## src/rtl/shift_add_mult_pkg.sv

```systemverilog
// Shared constants and state encoding for the iterative shift-add multiplier.
package shift_add_mult_pkg;
  localparam int WORD     = 32;
  localparam int MUL_ITER = 32;

  typedef enum logic [1:0] {
    MUL_IDLE = 2'd0,
    MUL_RUN  = 2'd1,
    MUL_DONE = 2'd2
  } mul_state_t;
endpackage

```

## src/rtl/shift_add_mult_add.sv

```systemverilog
// 32-bit combinational ripple-carry adder; the carry chain sets the minimum clock period.
module add
  import shift_add_mult_pkg::*;
(
  input  logic [WORD-1:0] i_x,
  input  logic [WORD-1:0] i_y,
  input  logic            i_cin,
  output logic [WORD-1:0] o_sum,
  output logic            o_cout
);
  logic [WORD:0] w_c;

  assign w_c[0] = i_cin;

  for (genvar gi = 0; gi < WORD; gi++) begin : g_fa
    assign o_sum[gi]  = i_x[gi] ^ i_y[gi] ^ w_c[gi];
    assign w_c[gi+1]  = (i_x[gi] & i_y[gi]) | (w_c[gi] & (i_x[gi] ^ i_y[gi]));
  end

  assign o_cout = w_c[WORD];
endmodule

```

## src/rtl/shift_add_mult.sv

```systemverilog
// Iterative 32x32 unsigned multiplier: one add-and-shift per cycle, product after 32 cycles.
// start is honoured only in IDLE or DONE; product holds from done until the next accepted start.
module shift_add_mult
  import shift_add_mult_pkg::*;
(
  input  logic              clk,
  input  logic              rst,
  input  logic              start,
  input  logic [WORD-1:0]   a,
  input  logic [WORD-1:0]   b,
  output logic              busy,
  output logic              done,
  output logic [2*WORD-1:0] product
);
  mul_state_t      r_state;
  mul_state_t      w_next_state;
  logic [WORD-1:0] r_mcand;
  logic [WORD-1:0] r_hi;
  logic [WORD-1:0] r_lo;
  logic [4:0]      r_cnt;
  logic            w_load;
  logic            w_iter;
  logic [WORD-1:0] w_y;
  logic [WORD-1:0] w_sum;
  logic            w_cout;

  assign w_y = r_lo[0] ? r_mcand : '0;

  add u_add (
    .i_x    (r_hi),
    .i_y    (w_y),
    .i_cin  (1'b0),
    .o_sum  (w_sum),
    .o_cout (w_cout)
  );

  always_comb begin
    w_next_state = r_state;
    w_load       = 1'b0;
    w_iter       = 1'b0;
    case (r_state)
      MUL_IDLE: begin
        if (start) begin
          w_load       = 1'b1;
          w_next_state = MUL_RUN;
        end
      end
      MUL_RUN: begin
        w_iter = 1'b1;
        if (r_cnt == 5'(MUL_ITER - 1)) w_next_state = MUL_DONE;
      end
      MUL_DONE: begin
        if (start) begin
          w_load       = 1'b1;
          w_next_state = MUL_RUN;
        end else begin
          w_next_state = MUL_IDLE;
        end
      end
      default: w_next_state = MUL_IDLE;
    endcase
  end

  always_ff @(posedge clk) begin
    if (rst) begin
      r_state <= MUL_IDLE;
      r_mcand <= '0;
      r_hi    <= '0;
      r_lo    <= '0;
      r_cnt   <= '0;
    end else begin
      r_state <= w_next_state;
      if (w_load) begin
        r_mcand <= a;
        r_hi    <= '0;
        r_lo    <= b;
        r_cnt   <= '0;
      end else if (w_iter) begin
        // Carry-out becomes the new MSB of the 65-bit right shift.
        {r_hi, r_lo} <= {w_cout, w_sum, r_lo[WORD-1:1]};
        r_cnt        <= r_cnt + 5'd1;
      end
    end
  end

  assign busy    = (r_state == MUL_RUN);
  assign done    = (r_state == MUL_DONE);
  assign product = {r_hi, r_lo};
endmodule

```

## config.mk

```make
export PLATFORM = sky130hd
export DESIGN_NAME = shift_add_mult
export DESIGN_NICKNAME = d
export VERILOG_FILES = /design/src/rtl/shift_add_mult_pkg.sv /design/src/rtl/shift_add_mult_add.sv /design/src/rtl/shift_add_mult.sv
export SDC_FILE = /design/constraint.sdc
export NUM_CORES = 1
export LEC_CHECK = 0
export BUFFER_PORTS_ARGS = -buffer_cell sky130_fd_sc_hd__buf_4
export CAP_MARGIN = 20
export CORE_ASPECT_RATIO = 1.1
export CORE_MARGIN = 1.5
export CORE_UTILIZATION = 45
export DETAILED_ROUTE_END_ITERATION = 6
export PLACE_DENSITY = 0.71
export SLEW_MARGIN = 10
export SYNTH_ARGS = -nofsm -noshare
export SYNTH_HDL_FRONTEND = slang
export SYNTH_SLANG_ARGS = --single-unit
```

## constraint.sdc

```tcl
create_clock -name clk -period 22.9 [get_ports clk]
set_input_delay 4.58 -clock clk [delete_from_list [all_inputs] [get_ports clk]]
set_output_delay 4.58 -clock clk [all_outputs]
set_load 0.01 [all_outputs]
```

# Word-level counts from Yosys, hierarchy flattened
# Index checks and enable logic that the tools add are counted.
# classes
addsub	1
n_mul	0
n_div	0
order_cmp	0
n_eq_ne	5
shifts	0
n_mux	10
bitwise_logic	157
n_reduce_logical	5
# op_table
operator	count
two-way mux 32 bit	3
AND 1 bit	63
bitwise XOR 1 bit	63
bitwise OR 1 bit	31
case mux 2 bit (3 select lines)	1
adder 5 x 1 -> 5 bit, second input constant	1
equality test 5 bit, second input constant	1
two-way mux 1 bit	4
two-way mux 2 bit	2
OR reduction 2 bit	2
equality test 2 x 1 -> 1 bit, second input constant	1
equality test 2 bit, second input constant	1
logical NOT 2 bit	1
!= test 2 x 1 -> 1 bit, second input constant	1
!= test 2 bit, second input constant	1
AND reduction 2 bit	1
nonzero test 2 bit	1
# totals
reg_bits	103
latch_bits	0
ramBits	0
mem_bits_ro	0
inputBits	67
memories	0

# Longest topological paths before layout
# depth
depth_word	64
mapped_depth	40
ltp_nobuf	39

# Cells and area by module
# Synthesis repeated with hierarchy kept, for this count alone.
# hier_totals
hier_cells	536
hier_area_um2	4683.2
# modules_own_cells
module	instances	cells_per_inst	area_per_inst_um2	seq_area_each_um2
shift_add_mult	1	494	4005.1	2062.0
add	1	42	678.2	0.0

# Worst setup path after synthesis
# Ideal clock, no wire load.
# synth_timing
path_kind	reg2reg
from	register r_lo[0]
to	register r_hi[30]
setup_ps	86
arrival_time_ps	12335
slack_ps	10480
path_stages_with_launch	41
n_path_buf	1
period_less_slack_ps	12420
cell_sequence	dfxtp_1 clkbuf_1 and2_1 ha_1 inv_1 fa_1 fa_1 inv_1 fa_1 fa_1 fa_1 fa_1 fa_1 fa_1 fa_1 fa_1 fa_1 fa_1 [5 not listed] inv_1 fa_1 fa_1 fa_1 fa_1 fa_1 fa_1 fa_1 fa_1 fa_1 fa_1 fa_1 fa_1 fa_1 fa_1 inv_1 fa_1 a211oi_1
# synth_between
elab_chain_len	63
# synth_rtl
item	line	rtl
start, declared	shift_add_mult.sv:19	logic [WORD-1:0] r_lo;
start signal, assigned	shift_add_mult.sv:80	{r_hi, r_lo} <= {w_cout, w_sum, r_lo[WORD-1:1]};
two-way mux 32 bit *	shift_add_mult.sv:27	assign w_y = r_lo[0] ? r_mcand : '0;
AND 1 bit / bitwise XOR 1 bit (equally long branches)	shift_add_mult_add.sv:17	assign w_c[gi+1] = (i_x[gi] & i_y[gi]) | (w_c[gi] & (i_x[gi] ^ i_y[gi]));
AND 1 bit	shift_add_mult_add.sv:17	
bitwise OR 1 bit	shift_add_mult_add.sv:17	
AND 1 bit	shift_add_mult_add.sv:17	
bitwise OR 1 bit	shift_add_mult_add.sv:17	
AND 1 bit	shift_add_mult_add.sv:17	
bitwise OR 1 bit	shift_add_mult_add.sv:17	
[47 not listed]	-	
bitwise OR 1 bit	shift_add_mult_add.sv:17	
AND 1 bit	shift_add_mult_add.sv:17	
bitwise OR 1 bit	shift_add_mult_add.sv:17	
AND 1 bit	shift_add_mult_add.sv:17	
bitwise OR 1 bit	shift_add_mult_add.sv:17	
AND 1 bit	shift_add_mult_add.sv:17	
bitwise OR 1 bit	shift_add_mult_add.sv:17	
bitwise XOR 1 bit *	shift_add_mult_add.sv:16	assign o_sum[gi] = i_x[gi] ^ i_y[gi] ^ w_c[gi];
end signal, assigned	shift_add_mult.sv:80	
end, declared	shift_add_mult.sv:18	logic [WORD-1:0] r_hi;
# Mark *: on every way between the ends. The rest lies on a longest branch, timed or not.
# A chain may end at the register's enable or synchronous reset.

# Worst setup path in the final report
# Same ends and word-level chain as after synthesis.

==> summary.md <==
| Metric | Value |
|---|---|
| Hold Crit Class | `flop to flop` |
| Worst-path fanout max | `2` |
| Top cell type's share of synthesized area | `0.438` |
| Mean post-synth cell area | `8.41 um^2` |
| Ranking of synthesized cells by area | `dfxtp_1 (44%), nand2_1 (15%), fa_1 (13%), a21oi_1 (6.6%), a31oi_1 (4.0%)` |
| CTS tree | `yes` |
| Startpoint of the worst register-to-register path | `r_lo[0]` |
| Clk sinks | `103` |
| P_sw | `0.104 mW` |
| Sequential Area | `2060 um^2` |
| GRT Total Usage | `0.214` |
| Die area | `11,100 um^2` |
| CP Capture Type | `flop` |
| CP max stage delay | `420 ps` |
| Postcts setup bufs | `0` |
| Slew headroom | `0.388` |
| Vias | `4,112` |
| PnR worst setup slack | `10,120 ps` |
| Clk slew on worst S/H paths | `70 ps` |
| Fmax | `78.3 MHz` |
| Cells after synthesis | `560` |
| Fillers | `919` |
| Clock Skew | `7.96 ps` |
| Routed Antenna Nets | `0` |
| CP Data Arrival Time | `13,020 ps` |
| Routability Congestion | `0.761` |
| GR Overflow Total | `0` |
| Clk pwr share | `0.382` |
| Core Area | `10,300 um^2` |
| Cts bufs inserted | `9` |
| Final slew viol count | `0` |
| Fin. Hold Viols | `0` |
| Synth warn | `0` |
| Period minus WS final | `12,780 ps` |
| Internal power | `0.301 mW` |
| Post-synth cell types | `27` |
| R2R Setup Slk | `10,120 ps` |
| Clock latency on the worst-skew pair | `340 ps` |
| Slowest stage cell, crit path | `fa_1` |
| VDD IR max | `36.6 uV` |
| Seq cells post-synth | `103` |
| Fin nets | `765` |
| Reg power frac | `0.483` |
| DIE WIDTH | `101 um` |
| Synth area leader | `dfxtp_1` |
| Static Leak | `2.53 nW` |
| Power density over cell area | `67.7 nW/um^2` |
| Share of cells above drive strength 1 | `0.232` |
| Worst Path Required | `23,150 ps` |
| Maxcap violations | `0` |
| Drt drc | `0` |
| Routed vias/inst | `5.06` |
| Synth-to-Final Area Change | `27.1%` |
| H-tree depth | `3` |
| Initial Util | `0.458` |
| Setup violators final | `0` |
| Vias in the first global route | `3,967` |
| Hold_buf cts | `0` |
| Buffers on Ports | `132` |
| DPL Wire Length | `7.49 mm` |
| Row cnt | `39` |
| Status | `finished, final reports clean` |
| Post-synthesis sequential area ratio | `0.438` |
| Critical path type | `flop to flop` |
| Syn Nets | `661` |
| Clock tree buffer depth | `2` |
| N_diodes | `0` |
| Die Height | `110 um` |
| CP Launch Point | `r_lo[0]` |
| Worst path most repeated cell | `fa_1` |
| Unrepaired setup endpoints after global routing | `no` |
| Pre-CTS setup slack | `10,170 ps` |
| Initial drt markers | `144` |
| Post-Synthesis Cell Area | `4710 um^2` |
| Critical Path Start Type | `flop` |
| Least-Margin Pin Slew | `918 ps` |
| Io pins | `133` |
| Worst R2R End | `r_hi[30]` |
| Most frequent cells in the layout | `nand2_1 (186), buf_4 (136), dfxtp_1 (103), a21oi_1 (62)` |
| DRT Pass-1 Iters | `4` |
| Switching Share | `0.258` |
| Part of the power in combinational logic | `0.135` |
| Pin count of the biggest net entering global routing | `97` |
| Area used by multi-input combinational logic | `2380 um^2` |
| WL per Instance | `13.9 um` |
| Setup tns final | `0 ps` |
| Critical Path End | `r_hi[30]` |
| CTS Root Cell | `clkbuf_16` |
| Length in cells of the worst reg-to-reg path | `39` |
| Initial antenna violation count | `0` |
| Final period utilization | `0.558` |
| Final Routed Wirelength | `11.3 mm` |
| First-pass GRT wire length | `18.7 mm` |
| Resized cells post-CTS | `0` |
| Most common cell after layout, fill and taps aside | `nand2_1` |
## synthesized netlist by cell type (all sizes together)
master  count
nand2     187
dfxtp     103
a21oi      62
buf        31
fa         31
o21ai      31
a31oi      30
and2       28
clkbuf     12
inv        11
nor2        8
a211oi      5
nor3        4
ha          3
and3        2
nand2b      2
nor2b       2
o22ai       2
nand3       1
nand3b      1
o21a        1
or3         1
xnor2       1
xor2        1
## sequential cells by signal, indices dropped and copies added, names as in the netlist
| signal | flops |
|---|---|
| r_lo | 32 |
| r_cnt | 5 |
| r_state | 2 |
| r_mcand | 32 |
| r_hi | 32 |
## worst max-delay path: cells and delay by family, from the launching register on
| family | cells | cell delay (ps) |
|---|---|---|
| buffers and inverters | 5 | 320 |
| and+or+nand+nor | 1 | 150 |
| DFF | 1 | 310 |
| AOI/OAI and AO/OA | 1 | 200 |
| adders and majority gates | 32 | 11720 |
## power by group through the flow
stage	registers, mW	clock network, mW	logic [mW]
finish	0.196	0.155	0.0545
global route	0.197	0.165	0.0610
CTS	0.196	0.157	0.0552
detailed placement	0.200	0	0.0551
global placement	0.199	0	0.0538
floorplan	0.201	0	0.0297
## final cells by class
cell class              instances  area share
flip-flops and latches        103       0.344
well taps                     143      0.0299
clock buffers                  12      0.0412
inverters                      11     0.00689
clock inverters                 4     0.00919
repair buffers                136       0.170
multi-input cells             403       0.398
## layer usage
metal | global-route usage | up-vias | wire length [um]
li1 | - | 2030 | -
met1 | 0.271 | 1939 | 4920
met2 | 0.358 | 124 | 5470
met3 | 0.0530 | 19 | 685
met4 | 0.0714 | 0 | 221
met5 | 0 | - | 0
## per-stage QoR
step                      std cells  hold WS [ps]   util  total power, mW  cell area, um^2
after floorplan                 560           432      -            0.231             4710
after global placement          796           438  0.552            0.253             5690
after detailed placement        796           444  0.552            0.255             5690
after global routing            812           471  0.582            0.423             5990
after CTS                       812           453  0.582            0.408             5990
final                           812           450  0.582            0.405             5990
## kinds of logic after synthesis
kind of cell             count (synthesis)  share of synthesized area
adder cells (fa/ha/maj)                 34                      0.140
AO/OA/AOI/OAI                          131                      0.151
XOR/XNOR                                 2                    0.00372
buffers and inverters                   54                     0.0589
AND/OR/NAND/NOR                        236                      0.209
flip-flops                             103                      0.438
## worst min-delay path by stage
stage | start | end | slack (ps) | depth (start not counted)
3_5_place_dp | r_mcand[3] | r_mcand[3] | 440 | 2
2_1_floorplan | r_mcand[0] | r_mcand[0] | 430 | 2
5_1_grt | r_mcand[24] | r_mcand[24] | 470 | 2
4_1_cts | r_mcand[3] | r_mcand[3] | 450 | 2
6_report | r_mcand[3] | r_mcand[3] | 450 | 2
3_3_place_gp | r_mcand[15] | r_mcand[15] | 440 | 2
Power figures use the tool's default switching activity.
